**config.mk**
```make
export PLATFORM = sky130hd
export DESIGN_NAME = pan_div_request
export DESIGN_NICKNAME = d
export VERILOG_FILES = /design/src/rtl/pan_div_request.sv
export SDC_FILE = /design/constraint.sdc
export NUM_CORES = 1
export LEC_CHECK = 0
export ABC_AREA = 0
export ABC_CLOCK_PERIOD_IN_PS = 5600
export CAP_MARGIN = 20
export CORE_ASPECT_RATIO = 1.75
export CORE_MARGIN = 2
export CORE_UTILIZATION = 45
export DETAILED_ROUTE_END_ITERATION = 7
export PLACE_DENSITY_LB_ADDON = 0.15
export REMOVE_ABC_BUFFERS = 1
export SLEW_MARGIN = 20
export SYNTH_ARGS = -nofsm -noshare
export SYNTH_HDL_FRONTEND = slang
export SYNTH_SLANG_ARGS = --single-unit
```
**constraint.sdc**
```tcl
create_clock -name clk -period 5.6 [get_ports clk]
set_input_delay 1.4 -clock clk [delete_from_list [all_inputs] [get_ports clk]]
set_output_delay 1.4 -clock clk [all_outputs]
set_load 0.02 [all_outputs]
```
**src/rtl/pan_div_request.sv**
```systemverilog
`timescale 1ns/1ps
// Pan-angle divider front end: forms |dx|,|dy| and signs, orders them and issues one divide.
// Optional small-move suppression is compiled in with `define PAN_DIV_DEADBAND_EN.
module pan_div_request #(
  parameter int COORD_W        = 10,
  parameter int TIMEOUT_CYCLES = 64,
  parameter int DEADBAND       = 2
) (
  input  logic               clk,
  input  logic               reset,
  input  logic               coord_valid,
  input  logic [COORD_W-1:0] obj_x,
  input  logic [COORD_W-1:0] obj_y,
  input  logic [COORD_W-1:0] fix_x,
  input  logic [COORD_W-1:0] fix_y,
  input  logic               pan_div_rfd,
  input  logic               pan_div_ready,
  output logic [COORD_W-1:0] pan_dividend,
  output logic [COORD_W-1:0] pan_divisor,
  output logic               pan_div_nd,
  output logic               x_greater_than_y_del,
  output logic               dx_neg,
  output logic               dy_neg,
  output logic               busy,
  output logic               zero_vector,
  output logic               div_timeout
);

  localparam int CNT_W = (TIMEOUT_CYCLES > 1) ? $clog2(TIMEOUT_CYCLES) : 1;
  localparam logic [CNT_W-1:0] CNT_LAST = CNT_W'(TIMEOUT_CYCLES - 1);
  localparam logic signed [COORD_W+1:0] DB_S = (COORD_W+2)'(DEADBAND);

  typedef enum logic [1:0] {
    IDLE  = 2'd0,
    CALC  = 2'd1,
    ISSUE = 2'd2,
    WAIT  = 2'd3
  } state_t;

  state_t                  state_r;
  state_t                  state_s;
  state_t                  ret_state_s;
  logic [COORD_W-1:0]      cap_obj_x_r;
  logic [COORD_W-1:0]      cap_obj_y_r;
  logic [COORD_W-1:0]      cap_fix_x_r;
  logic [COORD_W-1:0]      cap_fix_y_r;
  logic [COORD_W-1:0]      pend_obj_x_r;
  logic [COORD_W-1:0]      pend_obj_y_r;
  logic [COORD_W-1:0]      pend_fix_x_r;
  logic [COORD_W-1:0]      pend_fix_y_r;
  logic                    pend_r;
  logic [CNT_W-1:0]        cnt_r;
  logic signed [COORD_W:0] dx_s;
  logic signed [COORD_W:0] dy_s;
  logic [COORD_W-1:0]      mag_x_s;
  logic [COORD_W-1:0]      mag_y_s;
  logic                    zero_s;
  logic                    x_ge_s;
  logic                    skip_s;
  logic                    load_s;
  logic                    fire_s;
  logic                    ret_load_s;

  // The negation of the most negative value cannot occur: |d| never exceeds 2^COORD_W - 1.
  function automatic logic [COORD_W-1:0] magnitude(input logic signed [COORD_W:0] d);
    logic signed [COORD_W:0] n;
    n = -d;
    if (d[COORD_W]) begin
      return n[COORD_W-1:0];
    end else begin
      return d[COORD_W-1:0];
    end
  endfunction

  // Signed axis deltas and ordered magnitudes of the captured request
  always_comb begin
    dx_s    = $signed({1'b0, cap_obj_x_r}) - $signed({1'b0, cap_fix_x_r});
    dy_s    = $signed({1'b0, cap_obj_y_r}) - $signed({1'b0, cap_fix_y_r});
    mag_x_s = magnitude(dx_s);
    mag_y_s = magnitude(dy_s);
    zero_s  = (mag_x_s == {COORD_W{1'b0}}) && (mag_y_s == {COORD_W{1'b0}});
    x_ge_s  = (mag_x_s >= mag_y_s);
  end

`ifdef PAN_DIV_DEADBAND_EN
  logic signed [COORD_W:0]   last_dx_r;
  logic signed [COORD_W:0]   last_dy_r;
  logic                      last_vld_r;
  logic signed [COORD_W+1:0] ddx_s;
  logic signed [COORD_W+1:0] ddy_s;

  // Suppress a divide when both axes moved less than the deadband since the last issued one
  always_comb begin
    ddx_s  = $signed({dx_s[COORD_W], dx_s}) - $signed({last_dx_r[COORD_W], last_dx_r});
    ddy_s  = $signed({dy_s[COORD_W], dy_s}) - $signed({last_dy_r[COORD_W], last_dy_r});
    skip_s = last_vld_r && !zero_s &&
             (ddx_s < DB_S) && (ddx_s > -DB_S) &&
             (ddy_s < DB_S) && (ddy_s > -DB_S);
  end

  // Reference deltas follow issued requests only
  always_ff @(posedge clk or negedge reset) begin
    if (!reset) begin
      last_dx_r  <= {(COORD_W+1){1'b0}};
      last_dy_r  <= {(COORD_W+1){1'b0}};
      last_vld_r <= 1'b0;
    end else if (fire_s) begin
      last_dx_r  <= dx_s;
      last_dy_r  <= dy_s;
      last_vld_r <= 1'b1;
    end
  end
`else
  logic unused_deadband_s;
  assign unused_deadband_s = ^DB_S;
  assign skip_s            = 1'b0;
`endif

  // Next state; nd and timeout are decoded from the state so they land on the cycle itself
  always_comb begin
    state_s     = state_r;
    load_s      = 1'b0;
    fire_s      = 1'b0;
    div_timeout = 1'b0;
    ret_load_s  = coord_valid || pend_r;
    ret_state_s = ret_load_s ? CALC : IDLE;
    case (state_r)
      IDLE: begin
        if (coord_valid) begin
          state_s = CALC;
          load_s  = 1'b1;
        end else begin
          state_s = IDLE;
        end
      end
      CALC: begin
        if (zero_s || skip_s) begin
          state_s = ret_state_s;
          load_s  = ret_load_s;
        end else begin
          state_s = ISSUE;
        end
      end
      ISSUE: begin
        if (pan_div_rfd) begin
          state_s = WAIT;
          fire_s  = 1'b1;
        end else begin
          state_s = ISSUE;
        end
      end
      WAIT: begin
        if (pan_div_ready) begin
          state_s = ret_state_s;
          load_s  = ret_load_s;
        end else if (cnt_r == CNT_LAST) begin
          div_timeout = 1'b1;
          state_s     = ret_state_s;
          load_s      = ret_load_s;
        end else begin
          state_s = WAIT;
        end
      end
      default: begin
        state_s = IDLE;
      end
    endcase
  end

  assign pan_div_nd = fire_s;

  // State register and busy flag
  always_ff @(posedge clk or negedge reset) begin
    if (!reset) begin
      state_r <= IDLE;
      busy    <= 1'b0;
    end else begin
      state_r <= state_s;
      busy    <= (state_s != IDLE);
    end
  end

  // Request capture; a strobe arriving while busy lands in the single pending slot (newest wins)
  always_ff @(posedge clk or negedge reset) begin
    if (!reset) begin
      cap_obj_x_r  <= {COORD_W{1'b0}};
      cap_obj_y_r  <= {COORD_W{1'b0}};
      cap_fix_x_r  <= {COORD_W{1'b0}};
      cap_fix_y_r  <= {COORD_W{1'b0}};
      pend_obj_x_r <= {COORD_W{1'b0}};
      pend_obj_y_r <= {COORD_W{1'b0}};
      pend_fix_x_r <= {COORD_W{1'b0}};
      pend_fix_y_r <= {COORD_W{1'b0}};
      pend_r       <= 1'b0;
    end else if (load_s) begin
      if (coord_valid) begin
        cap_obj_x_r <= obj_x;
        cap_obj_y_r <= obj_y;
        cap_fix_x_r <= fix_x;
        cap_fix_y_r <= fix_y;
      end else begin
        cap_obj_x_r <= pend_obj_x_r;
        cap_obj_y_r <= pend_obj_y_r;
        cap_fix_x_r <= pend_fix_x_r;
        cap_fix_y_r <= pend_fix_y_r;
      end
      pend_r <= 1'b0;
    end else if (coord_valid) begin
      pend_obj_x_r <= obj_x;
      pend_obj_y_r <= obj_y;
      pend_fix_x_r <= fix_x;
      pend_fix_y_r <= fix_y;
      pend_r       <= 1'b1;
    end
  end

  // Cycles spent waiting for the divider
  always_ff @(posedge clk or negedge reset) begin
    if (!reset) begin
      cnt_r <= {CNT_W{1'b0}};
    end else if (fire_s) begin
      cnt_r <= {CNT_W{1'b0}};
    end else if (state_r == WAIT) begin
      cnt_r <= cnt_r + CNT_W'(1);
    end
  end

  // Divider operands and quadrant flags change only when leaving CALC
  always_ff @(posedge clk or negedge reset) begin
    if (!reset) begin
      pan_dividend         <= {COORD_W{1'b0}};
      pan_divisor          <= {COORD_W{1'b0}};
      x_greater_than_y_del <= 1'b1;
      dx_neg               <= 1'b0;
      dy_neg               <= 1'b0;
      zero_vector          <= 1'b0;
    end else begin
      zero_vector <= 1'b0;
      if ((state_r == CALC) && !skip_s) begin
        dx_neg               <= dx_s[COORD_W];
        dy_neg               <= dy_s[COORD_W];
        x_greater_than_y_del <= x_ge_s;
        if (zero_s) begin
          zero_vector <= 1'b1;
        end else begin
          pan_dividend <= x_ge_s ? mag_y_s : mag_x_s;
          pan_divisor  <= x_ge_s ? mag_x_s : mag_y_s;
        end
      end
    end
  end

endmodule

```
## Word level (Yosys, flattened, before mapping)

Index checks and enable logic that the tools add are counted.
Widths: inputs -> output; s select.

- Output and inout port bits: 27
- Logic and storage cells: 69
- Input bits: 45
- Bits in registers: 114

- Equal/unequal tests: 4
- Add/subtract/negate cells: 5
- Magnitude comparators: 1
- Bitwise logic cells: 1
- Reductions and logical operators: 9
- Mux-type cells: 31

Operators with widths:

| operator | number |
|---|---|
| $mux 10 | 8 |
| $sub 10x10->11 | 2 |
| $logic_not 10->1 | 2 |
| $neg 10->10 | 2 |
| $mux 1 | 16 |
| $mux 6 | 2 |
| $ge 10x10->1 | 1 |
| $pmux 2 s4 | 1 |
| $add 6x1->6 const B | 1 |
| $eq 6x6->1 const B | 1 |
| $mux 2 | 3 |
| $reduce_bool 2->1 | 3 |
| $eq 2x2->1 const B | 2 |
| $pmux 1 s3 | 1 |
| $eq 2x1->1 const B | 1 |
| $logic_not 2->1 | 1 |
| $reduce_and 2->1 | 1 |
| $logic_and 1x1->1 | 1 |
| $logic_or 1x1->1 | 1 |
| $not 1->1 | 1 |

## Depth between registers and ports, before layout

- Depth after elaboration: 8
- Depth in mapped cells: 21
- Depth with buffers taken out: 20

## Worst setup path after synthesis

OpenSTA, ideal clock, no wires.

- Path kind: register to register
- From: reg cap_obj_y_r[0]
- To: reg pan_divisor[2]
- Clock period less this slack: 4.295 ns
- Data required time: 5.517 ns
- Cell stages (with the launch flop): 18
- Library setup time: 0.083 ns
- Data arrival time: 4.212 ns
- Path slack: 1.305 ns
- Buffers on the path: 1
- Cells stage by stage: dfrtp_1 > inv_1 > ha_1 > inv_1 > fa_1 > a211oi_1 > o21ai_2 > xor2_1 > a21o_1 > o41ai_2 > xor2_1 > inv_1 > ha_1 > o211ai_1 > o21ai_0 > clkbuf_1 > mux2_2 > o21ai_0

- Word-level cells in the longest chain between the ends: 7
- Elaborated cells between the ends (all ways): 9
- Classes of those cells: add/sub: 2; order compare: 1; mux: 2; bitwise: 1; reduce/logical: 3

RTL lines:

| element | line | text |
|---|---|---|
| from (decl) | 44 | `logic [COORD_W-1:0] cap_obj_y_r;` |
| from (signal assigned) | 187 | `cap_obj_y_r <= {COORD_W{1'b0}};` |
| from (signal assigned) | 198 | `cap_obj_y_r <= obj_y;` |
| from (signal assigned) | 203 | `cap_obj_y_r <= pend_obj_y_r;` |
| $sub 10x10->11 (*) | 78 | `dy_s = $signed({1'b0, cap_obj_y_r}) - $signed({1'b0, cap_fix_y_r});` |
| $neg 10->10 | 67 | `n = -d;` |
| $mux 10 (*) | 68 | `if (d[COORD_W]) begin` |
| parallel branches: the longest is 4 deep, another holds $ge 10x10->1 | n/a |  |
| to (signal assigned) | 232 | `pan_divisor <= {COORD_W{1'b0}};` |
| to (signal assigned) | 247 | `pan_divisor <= x_ge_s ? mag_x_s : mag_y_s;` |
| to (decl) | 19 | `output logic [COORD_W-1:0] pan_divisor,` |

Every way passes the cells marked *.
A chain may end at the register's enable or synchronous reset.

## Worst setup path in the final report

- From: reg cap_obj_y_r[0]
- To: reg pan_dividend[0]

- Word-level cells in the longest chain between the ends: 7
- Elaborated cells between the ends (all ways): 9
- Classes of those cells: add/sub: 2; order compare: 1; mux: 2; bitwise: 1; reduce/logical: 3

RTL lines:

| element | line | text |
|---|---|---|
| $sub 10x10->11 (*) | 78 |  |
| $neg 10->10 | 67 |  |
| $mux 10 (*) | 68 |  |
| parallel branches: the longest is 4 deep, another holds $ge 10x10->1 | n/a |  |
| to (signal assigned) | 231 | `pan_dividend <= {COORD_W{1'b0}};` |
| to (signal assigned) | 246 | `pan_dividend <= x_ge_s ? mag_y_s : mag_x_s;` |
| to (decl) | 18 | `output logic [COORD_W-1:0] pan_dividend,` |

Marks and branches as above.

==> results.tsv <==
stage	metric	value	unit
status	status	complete, no violations	
grt	grt_pass1_vias	5383	
yosys	yosysTopAreaCell	dfrtp_1	
route	first_pass_iters	4	
route	antenna_left	0	
sta	setup_violations	0	
yosys	synth.distinct_cells	73	
route	post-route-drc-count	0	
sta	worstMarginPinSlew	0.940	ns
critical_path	crit_path_start_kind	register	
hold_path	hold_class	register to register	
cells_and_area	layout-drive-gt1-share	15.7	%
placement	port_buffers	71	
route	vias	5004	
grt	grt_overflow	0	
sta	rsz0062_at_grt	false	
sta	final-hold-violation-count	0	
cts	cts_num_sinks	114	
floorplanning	core	15400	µm²
critical_path	arrival	5.14	ns
floorplanning	pin_count	72	
cells_and_area	n_antenna_cell	0	
cells_and_area	fillerInstances	1313	
yosys	synthTopCellsByArea	dfrtp_1, mux2i_1, mux2_1	
floorplanning	die_h	170	µm
cells_and_area	fin_nets	792	
grt	grt_pass1_wl	25.6	mm
route	vias_per_cell	5.49	
cts	post_cts_resized	0	
floorplanning	initial_core_util	45.9	%
yosys	yosysTopAreaCellShare	40.1	%
yosys	ys.warnings.count	0	
yosys	seq_area_frac_synth	40.4	%
floorplanning	dieArea	16700	µm²
yosys	syn_inst	642	
route	wire_per_inst	15.9	µm
sta	max_freq	0.208	GHz
yosys	synthArstFlopShare	100	%
sta	period_minus_slack	4.82	ns
sta	skew	0.00783	ns
cts	hold_buffers	0	
critical_path	end_kind	register	
sta	final_min_period_over_clock_period	86.0	%
grt	grt_max_degree	74	
cells_and_area	layout_commonest_cell	dfrtp_1	
yosys	synth_edf_count	0	
critical_path	worst_ep_required_time	5.93	ns
yosys	ys.flop_type	dfrtp_1	
placement	place.gp.congestion	0.902	
cts	cts-root-buf	clkbuf_16	
cts	cts_buffers	17	
critical_path	crit_fanout	11	
cts	cts_buffer_depth	2	
cells_and_area	synthToLayoutAreaGrowth	20.6	%
yosys	syn_area	7060	µm²
job	maxCapViolations	0	
placement	hpwlAfterDp	10.7	mm
cts	worstSkewPairLatency	0.41	ns
cells_and_area	layout_common_cells	dfrtp_1, clkdlybuf4s50_1, mux2i_1	
route	drt_iter0_drc	195	
cts	cts_setup_buffers	0	
cts	cts_max_level	4	
yosys	syn_avg_cell_area	11.0	µm²
sta	relSlewSlack	37.3	%
floorplanning	dieWidth	98.7	µm
route	wirelength	14.5	mm
grt	antenna_found_initial	0	
critical_path	worstSetupPathType	register to register	
cts	cts.clk_slew.worst_paths	0.05	ns
floorplanning	rows	60	
sta	fin_setup_tns	0	ns
cts	cts_tree	done	
sta	drv_slew	0	
yosys	synth-seq-cells	114	
grt	grt_usage	18.7	%
-- path summary, 6_finish.rpt --
kind / endpoint / slack (ns) / cells after the start / startpoint
min reg2reg: x_greater_than_y_del$_DFFE_PN1P_ / 0.46 / 2 / x_greater_than_y_del$_DFFE_PN1P_
max in group asynchronous: x_greater_than_y_del$_DFFE_PN1P_ / 3.38 / 2 / reset
max reg2reg: pan_dividend[0]$_DFFE_PN0P_ / 0.78 / 19 / cap_obj_y_r[0]$_DFFE_PN0P_
min in group asynchronous: pend_obj_x_r[1]$_DFFE_PN0N_ / 1.12 / 1 / reset
min: x_greater_than_y_del$_DFFE_PN1P_ / 0.46 / 2 / x_greater_than_y_del$_DFFE_PN1P_
max: pan_dividend[0]$_DFFE_PN0P_ / 0.78 / 19 / cap_obj_y_r[0]$_DFFE_PN0P_
-- state kept, by name, summed over array words and instances (netlist names) --
name	flops
pend_obj_x_r	10
dy_neg	1
cap_fix_x_r	10
cap_fix_y_r	10
busy	1
pend_fix_y_r	10
cap_obj_x_r	10
x_greater_than_y_del	1
zero_vector	1
dx_neg	1
state_r	2
cnt_r	6
cap_obj_y_r	10
pend_fix_x_r	10
pan_divisor	10
pend_obj_y_r	10
pend_r	1
pan_dividend	10
-- stage by stage --
| stage | worst slack [ns] | instances | util (%) | hold slack, ns | area, µm² |
|---|---|---|---|---|---|
| floorplan | 0.225 | 615 | - | 0.454 | 6900 |
| global placement | 0.917 | 878 | 51.4 | 0.453 | 7920 |
| detailed placement | 0.764 | 878 | 51.4 | 0.452 | 7920 |
| CTS | 0.711 | 910 | 55.2 | 0.462 | 8500 |
| global route | 0.385 | 911 | 55.3 | 0.482 | 8510 |
| finish | 0.782 | 911 | 55.3 | 0.460 | 8510 |
-- worst max-delay path, cell delays in order, from the launching register on --
cell	delay, ns
dfrtp_1	0.35
inv_1	0.08
ha_1	0.17
inv_1	0.05
fa_1	0.47
a211oi_1	0.36
o21ai_2	0.14
a21oi_4	0.29
mux2i_1	0.47
ha_1	0.32
a21o_1	0.16
a21o_1	0.17
a21o_1	0.17
a21o_1	0.16
a21o_1	0.17
a211oi_1	0.29
o21ai_2	0.25
buf_6	0.22
mux2_2	0.27
o21ai_0	0.15
-- cells in the mapped netlist, drive strengths merged (3+ instances only) --
library cell    n
dfrtp         113
mux2           96
o21ai          50
mux2i          48
inv            44
nand2          42
ha             33
nor2           20
a21oi          17
xnor2          16
buf            14
a21o           13
clkbuf         13
xor2           10
nand2b          9
nand3           9
a211oi          7
o211ai          7
a31oi           5
o21a            5
o41ai           5
or3             5
and3            4
nor2b           4
nor3            4
nor4            4
o31ai           4
nor4b           3
or2             3
-- logic make-up (layout without fill, tap and decap cells) --
kind of cell	count (synthesis)	after routing	share of synthesized area, %
flip-flops	114	114	40.4
buffers and inverters	71	154	4.59
multiplexers	144	144	23.2
AND/OR/NAND/NOR	119	119	8.58
XOR/XNOR	27	27	3.65
AO/OA/AOI/OAI	132	132	13.1
adder cells (fa/ha/maj)	35	35	6.42
-- layer usage --
metal  global-route usage, %  wire [µm]
met1                    22.0       6170
met2                    34.0       7720
met3                    3.62        419
met4                    5.54        213
met5                       0          0
-- final cells by class --
class	instances	area [µm²]	area share, %
multi-input cells	457	3890	45.7
flip-flops and latches	114	2850	33.5
well taps	186	233	2.73
inverters	44	165	1.94
clock inverters	10	109	1.28
clock buffers	22	474	5.57
repair buffers	78	785	9.22
Power is left out: the tool's default activity adds up to more than one toggle a clock period on the data nets, which glitch-free logic cannot reach.
